==> src/rtl/game_pkg.sv <==
// Shared types for the game settings sequencer: FSM states,
// mode and max-score codes, and the latched settings bundle.
package game_pkg;

    typedef enum logic [1:0] {
        OPEN   = 2'b00,
        LOCKED = 2'b01,
        HOLD   = 2'b10,
        ARMED  = 2'b11
    } seq_state_e;

    typedef enum logic [1:0] {
        MODE_TENNIS   = 2'b00,
        MODE_SOCCER   = 2'b01,
        MODE_SQUASH   = 2'b10,
        MODE_PRACTICE = 2'b11
    } mode_e;

    typedef enum logic [1:0] {
        MAX_10 = 2'b00,
        MAX_15 = 2'b01,
        MAX_20 = 2'b10,
        MAX_30 = 2'b11
    } max_score_e;

    typedef struct packed {
        mode_e      mode;
        max_score_e max_score;
        logic       ball_speed;
        logic       serve_type;
        logic       angle;
        logic       bat_size;
    } settings_t;

endpackage

==> src/rtl/button_debouncer.sv <==
// Conditions one raw button: 2-FF synchroniser, stability counter,
// and a registered one-cycle pulse on the debounced 0->1 edge.
// Ports: clk, rst (async high), btn_raw in; level, rise out.
module button_debouncer #(
    parameter int DEBOUNCE_CYCLES = 250000,
    parameter int DB_W            = 18
) (
    input  logic clk,
    input  logic rst,
    input  logic btn_raw,
    output logic level,
    output logic rise
);

    localparam logic [DB_W-1:0] DB_LAST = DB_W'(DEBOUNCE_CYCLES - 1);

    logic            sync1_q, sync2_q;
    logic [DB_W-1:0] cnt_q, cnt_d;
    logic            level_q, level_d;
    logic            prev_q;
    logic            rise_q, rise_d;

    // Counter only runs while the synchronised input disagrees with
    // the debounced level, so any bounce shorter than the window
    // clears it and never reaches the switch-over point.
    always_comb begin
        cnt_d   = '0;
        level_d = level_q;
        rise_d  = level_q & ~prev_q;
        if (sync2_q != level_q) begin
            if (cnt_q == DB_LAST) begin
                level_d = sync2_q;
            end else begin
                cnt_d = cnt_q + 1'b1;
            end
        end
    end

    always_ff @(posedge clk or posedge rst) begin
        if (rst) begin
            sync1_q <= 1'b0;
            sync2_q <= 1'b0;
            cnt_q   <= '0;
            level_q <= 1'b0;
            prev_q  <= 1'b0;
            rise_q  <= 1'b0;
        end else begin
            sync1_q <= btn_raw;
            sync2_q <= sync1_q;
            cnt_q   <= cnt_d;
            level_q <= level_d;
            prev_q  <= level_q;
            rise_q  <= rise_d;
        end
    end

    assign level = level_q;
    assign rise  = rise_q;

endmodule

==> src/rtl/game_settings_sequencer.sv <==
// Sequences game_controller config/control: debounced start/serve
// pulses, switch settings latched only in OPEN, post-win serve hold-off.
// Ports: clk, rst, btn_*, sw_*, start_state, p*_win in;
// latched settings, start/serve pulses, cfg_locked, holdoff out.
module game_settings_sequencer
    import game_pkg::*;
#(
    parameter int DEBOUNCE_CYCLES = 250000,
    parameter int DB_W            = 18,
    parameter int HOLDOFF_CYCLES  = 50000000,
    parameter int HO_W            = 26
) (
    input  logic       clk,
    input  logic       rst,
    input  logic       btn_start,
    input  logic       btn_serve,
    input  logic [1:0] sw_mode,
    input  logic [1:0] sw_max_score,
    input  logic       sw_ball_speed,
    input  logic       sw_serve_type,
    input  logic       sw_angle,
    input  logic       sw_bat_size,
    input  logic       start_state,
    input  logic       p1_win,
    input  logic       p2_win,
    output logic [1:0] mode,
    output logic [1:0] max_score,
    output logic       ball_speed,
    output logic       serve_type,
    output logic       angle,
    output logic       bat_size,
    output logic       start,
    output logic       serve,
    output logic       cfg_locked,
    output logic       holdoff
);

    localparam logic [HO_W-1:0] HO_LAST = HO_W'(HOLDOFF_CYCLES - 1);

    logic start_rise, serve_rise;

    button_debouncer #(
        .DEBOUNCE_CYCLES(DEBOUNCE_CYCLES),
        .DB_W           (DB_W)
    ) u_db_start (
        .clk    (clk),
        .rst    (rst),
        .btn_raw(btn_start),
        .level  (),
        .rise   (start_rise)
    );

    button_debouncer #(
        .DEBOUNCE_CYCLES(DEBOUNCE_CYCLES),
        .DB_W           (DB_W)
    ) u_db_serve (
        .clk    (clk),
        .rst    (rst),
        .btn_raw(btn_serve),
        .level  (),
        .rise   (serve_rise)
    );

    seq_state_e      state_q, state_d;
    settings_t       cfg_q, cfg_d;
    logic [HO_W-1:0] ho_cnt_q, ho_cnt_d;
    logic            start_ok;

    always_comb begin
        state_d    = state_q;
        cfg_d      = cfg_q;
        ho_cnt_d   = ho_cnt_q;
        start_ok   = 1'b0;
        serve      = 1'b0;
        cfg_locked = 1'b1;
        holdoff    = 1'b0;
        unique case (state_q)
            OPEN: begin
                cfg_d.mode       = mode_e'(sw_mode);
                cfg_d.max_score  = max_score_e'(sw_max_score);
                cfg_d.ball_speed = sw_ball_speed;
                cfg_d.serve_type = sw_serve_type;
                cfg_d.angle      = sw_angle;
                cfg_d.bat_size   = sw_bat_size;
                cfg_locked       = 1'b0;
                // A start press outside the controller's START is dropped.
                start_ok         = start_rise & start_state;
                serve            = serve_rise;
                if (start_ok) begin
                    state_d = LOCKED;
                end
            end
            LOCKED: begin
                serve = serve_rise;
                // Win outranks a simultaneous return to START.
                if (p1_win | p2_win) begin
                    state_d  = HOLD;
                    ho_cnt_d = '0;
                end else if (start_state) begin
                    state_d = OPEN;
                end
            end
            HOLD: begin
                holdoff = 1'b1;
                if (ho_cnt_q == HO_LAST) begin
                    state_d = ARMED;
                end else begin
                    ho_cnt_d = ho_cnt_q + 1'b1;
                end
            end
            ARMED: begin
                serve = serve_rise;
                if (start_state) begin
                    state_d = OPEN;
                end
            end
            default: state_d = OPEN;
        endcase
    end

    always_ff @(posedge clk or posedge rst) begin
        if (rst) begin
            state_q  <= OPEN;
            cfg_q    <= '0;
            ho_cnt_q <= '0;
        end else begin
            state_q  <= state_d;
            cfg_q    <= cfg_d;
            ho_cnt_q <= ho_cnt_d;
        end
    end

    assign start      = start_ok;
    assign mode       = cfg_q.mode;
    assign max_score  = cfg_q.max_score;
    assign ball_speed = cfg_q.ball_speed;
    assign serve_type = cfg_q.serve_type;
    assign angle      = cfg_q.angle;
    assign bat_size   = cfg_q.bat_size;

endmodule
==> config.mk <==
export PLATFORM = sky130hd
export DESIGN_NAME = game_settings_sequencer
export DESIGN_NICKNAME = d
export VERILOG_FILES = /design/src/rtl/game_pkg.sv /design/src/rtl/button_debouncer.sv /design/src/rtl/game_settings_sequencer.sv
export SDC_FILE = /design/constraint.sdc
export NUM_CORES = 1
export LEC_CHECK = 0
export CAP_MARGIN = 0
export CORE_ASPECT_RATIO = 0.7
export CORE_MARGIN = 1
export CORE_UTILIZATION = 52
export CTS_BUF_LIST = sky130_fd_sc_hd__clkbuf_8 sky130_fd_sc_hd__clkbuf_16
export CTS_CLUSTER_DIAMETER = 60
export CTS_CLUSTER_SIZE = 16
export DETAILED_ROUTE_END_ITERATION = 12
export GPL_ROUTABILITY_DRIVEN = 0
export PLACE_DENSITY = 0.72
export SLEW_MARGIN = 40
export SYNTH_ARGS = -nofsm -noshare
export SYNTH_HDL_FRONTEND = slang
export SYNTH_SLANG_ARGS = --single-unit
export TNS_END_PERCENT = 100
==> constraint.sdc <==
create_clock -name clk -period 6 [get_ports clk]
set_input_delay 1.2 -clock clk [delete_from_list [all_inputs] [get_ports clk]]
set_output_delay 1.2 -clock clk [all_outputs]
set_load 0.02 [all_outputs]
Yosys cells after proc, flatten, opt, wreduce, memory -nomap -nowiden
Index checks and enable logic that the tools add are counted.
{ "op_classes": {"n_addsub": 3, "n_eq_ne": 12, "mux": 16, "bitwise": 6, "n_reduce_logical": 7} }
{ "ops": {"columns": ["op", "n"], "rows": [
  ["18-bit two-way mux", 4],
  ["26-bit two-way mux", 2],
  ["26-bit one-hot mux with 2 select lines", 1],
  ["18-bit by 1-bit adder with 18-bit output (second input constant)", 2],
  ["18-bit equality test (second input constant)", 2],
  ["26-bit by 1-bit adder with 26-bit output (second input constant)", 1],
  ["26-bit equality test (second input constant)", 1],
  ["2-bit two-way mux", 4],
  ["2-bit != test (second input constant)", 4],
  ["2-bit one-hot mux with 4 select lines", 1],
  ["2-bit AND reduction", 3],
  ["2-bit equality test (second input constant)", 2],
  ["1-bit two-way mux", 4],
  ["1-bit bitwise AND", 3],
  ["3-bit AND reduction", 1],
  ["3-bit OR reduction", 1],
  ["2-bit by 1-bit equality test with 1-bit output (second input constant)", 1],
  ["2-bit logical NOT", 1],
  ["1-bit != test", 2],
  ["1-bit inverter", 2],
  ["2-bit nonzero test", 1],
  ["1-bit bitwise OR", 1]
]} }
{ "totals": {"reg_bits": 82, "out_inout_bits": 12, "wordCells": 64} }

Logic depth before layout (Yosys ltp)
Gate-level depths: netlist of the first run.
{ "logic_depth": {"depth_word": 3, "mapped_depth": 7, "depth_no_buf": 6} }

Hierarchy
From an unflattened synthesis of the first run, not the netlist that was laid out.
{ "hier_totals": {"cells_unflattened": 406, "hier_area_um2": 4171.5} }
{ "modules_own_cells": {"columns": ["mod", "n_inst", "cells_per_inst", "area_per_inst_um2", "seq_area_each_um2"], "rows": [
  ["button_debouncer", 2, 107, 1112.3, 575.6],
  ["game_settings_sequencer", 1, 192, 1946.9, 900.9]
]} }

Least setup slack after synthesis of the first run
OpenSTA, ideal clock, no wires.
{ "synth_path": {"path_type": "input to output", "start": "input start_state", "end": "output start", "arrival_ns": 1.529, "t_required_ns": 4.800, "slack_ns": 3.271, "path_stages": 2, "cell_sequence": "nand2_1 -> nor2_1"} }
{ "synth_between": {"elab_chain_cells": 2} }
{ "synth_lines": {"columns": ["item", "line", "source"], "rows": [
  ["from (decl)", "game_settings_sequencer.sv:23", "input logic start_state,"],
  ["1-bit bitwise AND", "game_settings_sequencer.sv:87", "start_ok = start_rise & start_state;"],
  ["1-bit two-way mux", "game_settings_sequencer.sv:77", "unique case (state_q)"],
  ["to (decl)", "game_settings_sequencer.sv:32", "output logic start,"]
]} }
Every way passes these cells.

Final worst setup path of the first run
Ends and elaborated chain as after synthesis.

==> impl_summary.md, run 1 <==
Worst setup path
The worst setup slack for register-to-register paths is 3950 ps. The kind of end point of the critical path is an output pin. In this run the worst path has a maximum fanout of 3. Data on the critical path is required at its endpoint by roughly 4800 ps. The count of buffer and inverter cells on the critical path is 2. On the critical path, the stage with the largest delay is an instance of clkdlybuf4s50_1.

The worst setup path is launched from an input port. Traced cell by cell, the critical path runs through clkdlybuf4s50_1 > nand2_1 > nor2_1 > clkdlybuf4s50_1. For this run, the slowest stage of the critical path takes about 600 ps.

The cell that appears most often on the critical path is clkdlybuf4s50_1. The arrival time at the worst endpoint is between 2000 and 2500 ps. The top cell family by delay on the critical path is buffers and inverters. The critical path is of the input port to output pin type.

Job
The number of max-cap violations is 0.

STA
The final critical-path share of the clock period is 0.613. Between clock sinks in the finished design, the worst skew comes to approximately 10 ps. The worst path in the final design needs a cycle of roughly 3700 ps, including I/O delays and setup.

For the final routed database, the setup TNS stands at 0 ps. Setup repair after global routing left no endpoint under its margin. The final setup violation count is 0. The number of pins with negative max-slew slack in the final report is 0. The worst relative slew slack is 0.539. The measured slew at the worst slew-check pin is 692 ps.

The total count of hold-check failures in the final report is 0. Static timing analysis puts the maximum clock frequency at 272 MHz.

CTS
In this run, post-CTS hold repair placed 0 buffers. CTS built an H-tree with a depth of 3. The number of buffers created by CTS is 9. The clock insertion delay at the later pin of the skew report is about 350 ps. The number of setup buffers added after CTS is 0. In this run, post-CTS repair resized a total of 0 instances.

The clock drives slightly above 80 sinks. The maximum buffer depth of the clock tree is 2. The clock-pin slew reported for the worst setup and hold paths after clock tree synthesis is about 80 ps. The tree is rooted in a clkbuf_8. TritonCTS built the clock tree.

Hold path
The type of the most critical hold path is register to register.

Synthesis
The leading cell type by number of instances after synthesis is dfrtp_1. The instance count of the mapped netlist is between 300 and 400. The average instance in the mapped netlist occupies between 10 and 15 um^2. The synthesized design contains 0 enable-type register cells. The commonest cells after synthesis are dfrtp_1, nor2_1, nand2_1. The sequential element share of the synthesized area is 0.519. In this run, synthesis produced a sequential element count of 82. The proportion of synthesized flip-flops having asynchronous set or reset is 1.00. Of the post-synthesis cell area, the dominant cell type holds 0.519. In this run, distinct cell masters in the synthesized netlist total 42. The summed instance area of the synthesized netlist is roughly 4000 um^2. In the synthesized netlist the dominant register cell turns out to be dfrtp_1. Summed over all instances, the cell type with the most area after synthesis is dfrtp_1. In the post-synthesis netlist, the biggest area contributors are dfrtp_1, xor2_1, nor2_1. The post-synth net total is between 400 and 500. The count of synthesis-stage warnings from yosys is 0.

Die
The area of the core is ~7300 um^2. The floorplan step defined a die boundary enclosing roughly 8000 um^2. For this design the top-level I/O count stands at 27.

In this run the vertical extent of the chip is about 75 um. For this configuration, the core starts out at a cell density of 0.540. The floorplan has 26 rows.

In this run the horizontal extent of the chip is 106 um.

Routing
The routed design has 7.08 mm of wire. After the first detailed-routing iteration, the DRC count stood at around 140. After detailed routing, the average wire length per cell comes to 13.6 um. The number of iterations in the first detailed-routing pass is 4. After detailed routing, the number of remaining DRC violations is 0.

The total vias in the final route is approximately 2800. The detail route stage leaves a number of antenna-violating nets equal to 0. In the routed layout, each cell is associated on average with a via count of around 5.4.

Power and ir drop
The total power density per cell area is 285 nW/um^2. Total power for the finished layout comes to ~1.3 mW. The analysis attributes to cell leakage a power of about 1.9 nW. The largest vdd supply drop is approximately 0.15 mV.

Cells and area
Counting the fill cells in the layout gives 630. The total area of multi-input combinational cells is between 1500 and 2000 um^2. The number of inserted diodes is 0. Compared with the post-synthesis result, the final layout area differs by 14.9%.

Registers take 2050 um^2. The share of post-route cells with drive strength above 1 is 0.0879. After the last flow step, the layout net total stands at about 430.

Placed design
The port buffer count is 26. Detailed placement finished with a half-perimeter wire length of between 4 and 5 mm.

GRT
The global-route wire length before repair is about 13 mm. The all-layer global routing usage is 0.204. The maximum number of pins on one net before global-route repair is 80.

The initial antenna violation count is 0. Summed over all layers, the global routing overflow is 0. The via count of the first global-routing pass is approximately 2700.

Outcome
The run finished with clean final reports.
[routing by layer]
| layer | share of wire | wire length, um | global-route usage |
|---|---|---|---|
| met5 | 0 | 0 | 0 |
| met3 | 0.047 | 331 | 0.0519 |
| met4 | 0.013 | 90 | 0.0756 |
| met1 | 0.51 | 3640 | 0.278 |
| met2 | 0.43 | 3020 | 0.323 |
[registers in the layout (all words and copies together) (netlist names), 2 cells and up]
register / count
u_db_start.cnt_q: 18
max_score: 2
state_q: 2
mode: 2
u_db_serve.cnt_q: 18
ho_cnt_q: 26
[cell type report]
class | count | area share
Clock buffer | 12 | 0.0364
Clock inverter | 4 | 0.0160
Inverter | 7 | 0.00606
Multi-Input combinational cell | 288 | 0.401
Sequential cell | 82 | 0.452
Tap cell | 98 | 0.0270
Timing Repair Buffer | 28 | 0.0614
[cell families (layout without fill, tap and decap cells)]
logic type | count (synthesis) | after routing | share of synthesized area
flip-flops | 82 | 82 | 0.519
XOR/XNOR | 55 | 55 | 0.122
multiplexers | 11 | 11 | 0.0310
AND/OR/NAND/NOR | 184 | 184 | 0.243
AO/OA/AOI/OAI | 35 | 35 | 0.0557
buffers and inverters | 15 | 51 | 0.0193
adder cells (fa/ha/maj) | 3 | 3 | 0.00950
[power by group]
group	internal, mW	leakage [nW]	switching (mW)
Sequential	0.605	1.08	0.0695
Clock	0.269	0.124	0.190
Combinational	0.0791	0.670	0.0820
Total	0.953	1.87	0.341
[metrics by stage]
step	worst slack (ps)	hold slack, ps	area (um^2)	instances	utilization
floorplan	2690	331	3950	385	-
global placement	2350	335	4300	503	0.588
detailed placement	2330	335	4300	503	0.588
CTS	2330	354	4540	519	0.621
global route	2280	370	4540	519	0.621
finish	2320	352	4540	519	0.621
[final timing paths]
kind	start	end	cells after the start
setup / recovery	start_state	start	4
hold / removal	u_db_start.sync1_q	u_db_start.sync2_q	0
min in group asynchronous	rst	mode[0]	2
setup reg to reg	ho_cnt_q[0]	ho_cnt_q[7]	6
max in group asynchronous	rst	u_db_start.cnt_q[15]	3
hold reg to reg	u_db_start.sync1_q	u_db_start.sync2_q	0
[cells in the final DEF, fill, tap and decap left out, types with 2 or more instances in the layout]
cell type        instances
ha_1                     3
nor2_1                  54
nor4_2                   2
o21ai_1                 24
a21o_1                   3
nand2b_1                 4
nand3b_1                 4
bufinv_16                2
inv_1                    7
dfrtp_1                 82
xnor2_1                 23
clkbuf_8                12
nor4b_1                  3
a21oi_1                  2
nor4_4                   2
nor3b_1                  2
nor3_1                   7
nor2b_1                  2
nand3_1                 21
and4_1                   2
mux2_2                  10
xor2_1                  32
nand3_2                  2
clkdlybuf4s50_1         26
nand4_1                 15
nor4_1                   6
and3_1                   7
nand2_1                 45
Note: power is estimated with default switching activity, not from simulation.
==> inputs of run 2 (changes only) <==
--- a/config.mk
+++ b/config.mk
@@ -14,7 +14,7 @@
 export CTS_CLUSTER_SIZE = 16
 export DETAILED_ROUTE_END_ITERATION = 12
 export GPL_ROUTABILITY_DRIVEN = 0
-export PLACE_DENSITY = 0.72
+export PLACE_DENSITY = 0.75
 export SLEW_MARGIN = 40
 export SYNTH_ARGS = -nofsm -noshare
 export SYNTH_HDL_FRONTEND = slang
==> constraint.sdc (replaced) <==
create_clock -name clk -period 2.9 [get_ports clk]
set_input_delay 0.58 -clock clk [delete_from_list [all_inputs] [get_ports clk]]
set_output_delay 0.58 -clock clk [all_outputs]
set_load 0.02 [all_outputs]
==> run 2 against run 1 <==
Sequential power up 110%. Via count down 0.36%. Die area unchanged. Critical path type is now register to output pin. Largest power group unchanged.
==> impl_summary.md, run 2 (synthesis gave the netlist of run 1 again) <==
Cells and area
The post-synthesis to final-layout area growth is 15.7%. In the final design database the tool counted approximately 440 nets. The largest registers in the layout are ho_cnt_q (26), u_db_serve.cnt_q (18), u_db_start.cnt_q (18). The post-layout instance area is about 4600 um^2. The most common library cell in the layout ignoring fill and taps is dfrtp_1.

The register with the most flip-flops in the layout has 26 of them. The number of inserted diodes is 0. In the layout the commonest cells are dfrtp_1, nor2_1, nand2_1. In the final layout, the share of cells above drive strength 1 is 0.0922. The register name with the most flops is ho_cnt_q. Once layout is complete, the cells apart from fillers number between 500 and 600.

CTS
The number of buffers created by CTS is 9. The maximum buffer depth of the clock tree is 2. The number of setup buffers added after CTS is 0. The total of hold buffers inserted after clock tree synthesis is 0. The clock insertion delay at the later pin of the skew report is roughly 350 ps. The clock-pin slew reported for the worst setup and hold paths after clock tree synthesis is around 80 ps.

TritonCTS built the clock tree. The clock sink total is 82. The H-tree level count is 3. The tree is rooted in a clkbuf_8. The number of gates given a new drive strength after cts is 0.

GRT
The initial antenna violation count is 0. Entering global routing, the biggest net connects 42 pins. Across every metal layer, demand over resource in global routing totals 0.205. The met1 track utilization from global routing is 0.293. The global-route wire length before repair is 12.5 mm.

In the global route stage, met2 resource usage came out at 0.309. For this run, global-route usage on met3 was measured as 0.0563. The via count of the first global-routing pass is 2598. The busiest layer in global routing is met2. The total grt overflow is 0.

Worst setup path
In this run the critical register-to-register path is launched from ho_cnt_q[1]. By startpoint and endpoint, the worst setup path is classified as register to output pin. Counting both buffers and inverters, the worst setup path holds a total of 3. The number of stages on the worst setup path is 5. The worst setup slack for register-to-register paths is slightly above 800 ps.

The largest individual stage delay along the critical path comes from the cell clkdlybuf4s50_1. For the worst flop-to-flop path, the logic depth is 6. For this run, the slowest stage of the critical path takes roughly 600 ps. The timing endpoint of the critical path is start. The worst setup path is launched from a register. Traced cell by cell, the critical path runs through nor2_1 > buf_4 > inv_1 > nor2_1 > clkdlybuf4s50_1. Data on the critical path arrives at its endpoint at ~1900 ps. The destination of the worst register-to-register timing path is ho_cnt_q[7]. The top cell family by delay on the critical path is buffers and inverters.

The data required time of the critical path is approximately 2300 ps. The largest fanout on the critical path is 9. By instance count, the cell type seen most on the critical path is nor2_1.

Tracing the worst setup path back leads to its startpoint at state_q[1]. STA classifies the critical path endpoint as an output pin.

STA
The final setup TNS is 0 ps. At the pin with the least slew margin, the transition time is around 650 ps. Setup repair after global routing left no endpoint under its margin. The worst relative slew slack is 0.567.

On the final layout, the worst hold slack is 369 ps. The number of pins with negative max-slew slack in the final report is 0. The total count of hold-check failures in the final report is 0. Of the available clock period, the critical path in the final layout requires 0.841. The final setup violation count is 0. The setup clock skew after layout is slightly below 10 ps. The achievable frequency is 410 MHz. After layout, the minimum clock period comes to 2440 ps.

Die
Measured along the y axis, the die boundary spans between 70 and 80 um. The die covers about 8000 um^2. The site row count is 26. The starting density of the core is 0.540.

The floorplan die width is 106 um. 27 I/O pins were placed. The area of the core is 7320 um^2.

Routing
The pre-antenna-repair detailed-routing pass consisted of 4 iterations. The average wire length per cell after detail routing is 13.7 um. The final wirelength is about 7.1 mm. After detailed routing, the number of remaining DRC violations is 0. The detailed router placed between 2000 and 3000 vias in this run. The first routing iteration left 90 violations. In the routed layout, each cell is associated on average with a via count of approximately 5.3. The detail route stage leaves a number of antenna-violating nets equal to 0.

Placed design
In this run the tool buffered the top-level ports with 26 buffer cells. The total half-perimeter wirelength after legalization and detailed placement is around 5.0 mm. In this run, placement finished with an instance count of just over 500. Summing all placed instances gives a cell area of 4330 um^2.

Power and ir drop
Summed over all cells, the static leakage comes to 1.88 nW. Power spread over the standard cell area amounts to around 600 nW/um^2. VDD sags by at most slightly below 0.4 mV.

Hold path
The number of cells on the worst hold path is 0. The tightest min-delay check is of the register to register type.

Job
Across the run, the number of max-cap violations was 0.

Outcome
The run finished with clean final reports.
run 2: changes by cell type in the layout (fill, tap and decap cells not counted), sizes merged:
| cell | delta |
|---|---|
| bufinv | +1 |
| clkinv | +2 |
| buf | +2 |
| inv | -1 |
| clkbuf | -3 |
| clkinvlp | +1 |
run 2: stage by stage:
stage	util	setup WS, ps	total power, mW
after global routing	0.624	330	2.85
after global placement	0.591	494	1.74
after floorplan	-	212	1.62
after CTS	0.624	419	2.74
final	0.624	461	2.71
after detailed placement	0.591	468	1.75
run 2: final cells by class:
type	instances	area, um^2
inverters	7	27.5
well taps	98	123
multi-input cells	288	1820
flip-flops and latches	82	2050
clock inverters	7	119
clock buffers	9	124
fillers	585	2750
repair buffers	30	303
run 2: routing by layer:
metal / routed length (um) / part of all wire / vias to the layer above
met5: 0 / 0 / -
met4: 58 / 0.0081 / 0
met3: 385 / 0.054 / 7
met2: 2980 / 0.42 / 53
met1: 3710 / 0.52 / 1328
li1: - / - / 1389
run 2: worst min path at each step:
stage,from,end,slack (ps)
final,u_db_serve.sync1_q,u_db_serve.sync2_q,370
after global routing,u_db_serve.sync1_q,u_db_serve.sync2_q,380
after CTS,u_db_serve.sync1_q,u_db_serve.sync2_q,380
after detailed placement,u_db_serve.sync1_q,u_db_serve.sync2_q,350
after global placement,u_db_serve.sync1_q,u_db_serve.sync2_q,340
after floorplan,u_db_serve.sync1_q,u_db_serve.sync2_q,330
run 2: power by group:
group	switching (mW)	internal, mW	leakage (nW)	total [mW]
registers	0.144	1.25	1.08	1.40
logic	0.169	0.167	0.683	0.337
clock network	0.406	0.571	0.121	0.977
==> RTL change 1, RTL diff (flow settings as in run 1) <==
`HO_W`: 26 -> 13.
--- a/src/rtl/game_settings_sequencer.sv
+++ b/src/rtl/game_settings_sequencer.sv
@@ -8,7 +8,7 @@
     parameter int DEBOUNCE_CYCLES = 250000,
     parameter int DB_W            = 18,
     parameter int HOLDOFF_CYCLES  = 50000000,
-    parameter int HO_W            = 26
+    parameter int HO_W            = 13
 ) (
     input  logic       clk,
     input  logic       rst,
Check against the original RTL: no difference found for any inputs over 10 cycles, from zero or initial values and one cycle with rst high; that may be too few to reach the edited logic, so the function may still have changed.
==> RTL change 1 against run 1 <==
  * Sequential share of layout area rose by 0.13 points
  * Count of clock-buffer cells in the layout fell by 2
  * Cell area fell by 16%
  * Wire length fell by 14%
  * Sequential cell count fell by 13
  * Clock skew fell by 0.0012 ns
  * Synthesized area fell by 18%
  * Synthesized cell count fell by 20%
  * Setup slack improved by 0.052 ns
  * Hold slack improved by 0.0074 ns
  * Via count fell by 17%
  * Critical path type unchanged
  * Highest routed layer unchanged
Power is not compared: it rests on default switching activity, and its combinational part moved more than twofold at a synthesized area within 25%.
==> RTL change 1: results (changes against run 1) <==
- Vias: 2,321 (-17%)
- Final setup margin: 2.38 ns (+0.0525 ns)
- Cell area after layout: 0.00381 sq mm (-16%)
- Nets: 364 (-16%)
- Worst path arrival time: 2.42 ns (-0.06 ns)
- DR iter-0 viols: 93 (-35%)
- Count of multi-input gates: 219 (-24%)
- All-Layer GR Usage: 21.6% (+1.2 points)
- Reg2reg setup slack: 3.96 ns (about the same)
- Least-Margin Pin Slew: 0.620 ns (-0.0714 ns)
- Maximum fanout along the worst path: 2 (-1)
- Largest net degree at the start of global routing: 70 (-13%)
- Status: completed
- Reg2reg end: u_db_serve.cnt_q[4]
- Top flop regs: u_db_serve.cnt_q: 18 flops, u_db_start.cnt_q: 18 flops, ho_cnt_q: 13 flops
- Fraction of layout cells with a size suffix above 1: 11.7% (+2.9 points)
- Non-clock buffer instance count of the final layout: 31 (+11%)
- Reg2reg path depth: 5 (-1)
- First-pass GRT wire length: 10,400 microns (-18%)
- Layout Skew: 0.00926 ns (-0.00117 ns)
- Multi-input logic area: 0.00143 sq mm (-22%)
- Cell count after placement: 410 (-18%)
- Reg-to-Reg Start: u_db_serve.cnt_q[11]
- Non-clock buffer share: 7.98% (+1.8 points)
- Unique masters post-synth: 34 (-19%)
- Area occupied by registers: 0.00173 sq mm (-16%)
- Mean number of vias per cell: 5.45 (+1.5%)
- Clk_buf instances: 10 (-2)
- Multiplexer share of the synthesized area: 6.27% (+3.2 points)
- Synth area leaders: dfrtp_1, xnor2_1, nor2_1, mux2_2, nand2_1
- DP HPWL: 4250 microns (-12%)
- Synth cell count leaders: dfrtp_1, nor2_1, nand2_1, xnor2_1, nand3_1
- Fill cell count: 495 (-21%)
- Compound-Gate Fraction of Synth Area: 4.68% (-0.89 points)
- Seq cells: 69 (-16%)
- Clock buf/inv share: 5.25% (+0.019 points)
- Hold WS: 0.360 ns (+0.00736 ns)
- Syn Area/Cell: 10.5 sq um (+2.3%)
- Adder-Cell Fraction of Synth Area: 1.16% (+0.21 points)
- Number of global-route vias before repair: 2,166 (-20%)
- Seq/Total Area, Yosys: 53.4% (+1.5 points)
- Number of buffers created by CTS: 9 (unchanged)
- Non-clk invs: 16 (+9)
RTL change 1: changes by cell type after synthesis, moves of 6 or more:
| cell | before | now |
|---|---|---|
| and3_1 | 7 | 0 |
| dfrtp_1 | 82 | 69 |
| inv_1 | 7 | 16 |
| mux2i_1 | 1 | 9 |
| nand2_1 | 45 | 30 |
| nor2_1 | 54 | 42 |
| nor4_1 | 6 | 13 |
| o21ai_0 | 1 | 7 |
| o21ai_1 | 24 | 0 |
| xor2_1 | 32 | 4 |
RTL change 1: worst reg2reg max path: stages, from the launching register on:
cell     delay [ns]
dfrtp_1        0.43
nor4_1         0.29
nand4_1        0.22
o41ai_4        0.70
buf_6          0.23
nor2_1         0.06
RTL change 1: layer usage:
metal	global-route usage (%)	routed length, microns	up-vias
li1	-	-	1152
met3	7.44	356	10
met5	0	0	-
met4	10.3	110	0
met2	31.4	2610	63
met1	29.1	3030	1096
==> RTL change 2, RTL diff (config.mk and constraints of run 1) <==
Made on the original files. Re-encode `seq_state_e` (4 states) as one-hot, 4 bits wide.
--- a/src/rtl/game_pkg.sv
+++ b/src/rtl/game_pkg.sv
@@ -2,11 +2,11 @@
 // mode and max-score codes, and the latched settings bundle.
 package game_pkg;
 
-    typedef enum logic [1:0] {
-        OPEN   = 2'b00,
-        LOCKED = 2'b01,
-        HOLD   = 2'b10,
-        ARMED  = 2'b11
+    typedef enum logic [3:0] {
+        OPEN   = 4'b0001,
+        LOCKED = 4'b0010,
+        HOLD   = 4'b0100,
+        ARMED  = 4'b1000
     } seq_state_e;
 
     typedef enum logic [1:0] {
Check against the original RTL: no difference found for any inputs over 10 cycles, from zero or initial values and one cycle with rst high; not proved beyond that.
==> RTL change 2 against run 1 <==
  * Die area rose by 4.7%
  * Via count is 14% higher
  * Hold slack worse by 0.0056 ns
  * Synthesized area is 4.8% higher
  * Fmax is 2.0% lower
  * Sequential cell count rose by 2
  * Cell area is 5.4% higher
  * Register-to-register slack got worse by 0.63 ns
  * Wire length up 23%
  * Core utilization is 1.6 points higher
  * Non-clock buffer count decreased by 1
  * Setup slack worse by 0.075 ns
  * Critical path type is now reg -> out
Power is not compared: it rests on default switching activity, and its combinational part moved more than twofold at a synthesized area within 25%.
==> RTL change 2: results (changes against run 1) <==
- Clock buffer depth: 2 (unchanged)
- First-pass GRT wire length: 14,700 microns (+17%)
- Worst min path class: reg -> reg
- Yosys warnings: 0 (unchanged)
- Largest net degree at the start of global routing: 85 (+6.3%)
- Synth area leaders: dfrtp_1, xnor2_1, nor2_1, xor2_1, nand3_1
- Setup WS pre-CTS: 2.27 ns (-0.0634 ns)
- Seq/Total Area, Yosys: 50.8% (-1.2 points)
- Clock root cell: clkbuf_16
- DR iter-0 viols: 258 (+82%)
- Top flop regs: ho_cnt_q: 26 flops, u_db_serve.cnt_q: 18 flops, u_db_start.cnt_q: 18 flops
- Layout Skew: 0.00511 ns (-0.00532 ns)
- Placed cell area: 0.00447 sq mm (+3.8%)
- Number of global-route vias before repair: 2,936 (+7.9%)
- # resized after CTS: 0 (unchanged)
- Worst skew pair latency: ~0.34 ns
- Worst path arrival time: 2.55 ns (+0.07 ns)
- CTS clk-pin slew, worst paths: 0.06 ns (-0.02 ns)
- I/O Buffers: 26 (unchanged)
- Antenna Cells: 0 (unchanged)
- Cts hold-fix bufs: 0 (unchanged)
- Number of buffers created by CTS: 9 (unchanged)
- Mean number of vias per cell: 5.93 (+10%)
- Unique masters post-synth: 65 (+55%)
- Fraction of layout cells with a size suffix above 1: 8.90% (+0.12 points)
- VDD IR max: around 170 uV
- Nets: 451 (+3.9%)
- Synth cell count leaders: dfrtp_1, nor2_1, nand2_1, xnor2_1, nand3_1
- Total routed wirelength: 8720 microns (+23%)
- Status: completed
- DP HPWL: 5920 microns (+23%)
- Ys async rst share: 100% (unchanged)
- Initial antenna violation count: 0 (unchanged)
- Leak: 2.01 nW
- Drt pass-1 iters: 5 (+1)
- Relative slew slack: 47.9% (-6.0 points)
- CTS H-tree lvls: 3 (unchanged)
- Maximum fanout along the worst path: 10 (+7)
- Setup repair bufs after CTS: 0 (unchanged)
- Post-synth net total: 427 (+6.0%)
- All-Layer GR Usage: 23.1% (+2.7 points)
RTL change 2: metal layers:
layer  part of all wire, %  global-route usage, %  up-vias
li1                      -                      -     1509
met1                    51                   36.7     1533
met2                    39                   28.9      124
met3                   8.2                   5.95       13
met4                   1.4                   9.73        0
met5                     0                      0        -
RTL change 2: kinds of logic after synthesis:
group,after synthesis,synth area share [%]
AND/OR/NAND/NOR,184,23.1
flip-flops,84,50.8
AO/OA/AOI/OAI,59,10.2
XOR/XNOR,41,8.67
buffers and inverters,25,2.87
multiplexers,13,3.44
adder cells (fa/ha/maj),3,0.906
RTL change 2: stage by stage:
| step | hold WS [ns] | cells |
|---|---|---|
| floorplan | 0.331 | 409 |
| global placement | 0.338 | 520 |
| detailed placement | 0.335 | 520 |
| CTS | 0.348 | 536 |
| global route | 0.358 | 536 |
| finish | 0.347 | 536 |
RTL change 2: worst paths after layout:
| kind | start | end | slack (ns) | depth (start not counted) |
|---|---|---|---|---|
| max | state_q[0] | start | 2.25 | 5 |
| min reg2reg | u_db_serve.sync1_q | u_db_serve.sync2_q | 0.35 | 0 |
| max in group asynchronous | rst | u_db_serve.cnt_q[8] | 4.18 | 3 |
| max reg2reg | ho_cnt_q[9] | ho_cnt_q[9] | 3.32 | 6 |
| min | u_db_serve.sync1_q | u_db_serve.sync2_q | 0.35 | 0 |
| min in group asynchronous | rst | u_db_serve.cnt_q[14] | 1.38 | 3 |
RTL change 2: worst max-delay path: stages, from the launching register on:
cell,delay (ns)
dfstp_2,0.61
nand2b_1,0.11
nor3_2,0.58
inv_1,0.17
nor2_1,0.14
clkdlybuf4s50_1,0.60
RTL change 2: final cells by class:
class                      instances  area, sq um
clock inverter                     7         85.1
clock buffer                       9          225
timing repair buffer              27          274
sequential                        84         2100
multi-input combinational        300         1930
fill                             627         2730
inverter                          11         42.5
tap                               98          123
RTL change 2: where the power goes:
part / leakage (nW) / switching (W) / internal (W)
Sequential: 1.06 / 0.00000515 / 0.000574
Combinational: 0.789 / 0.0000247 / 0.0000193
Clock: 0.158 / 0.000214 / 0.000360
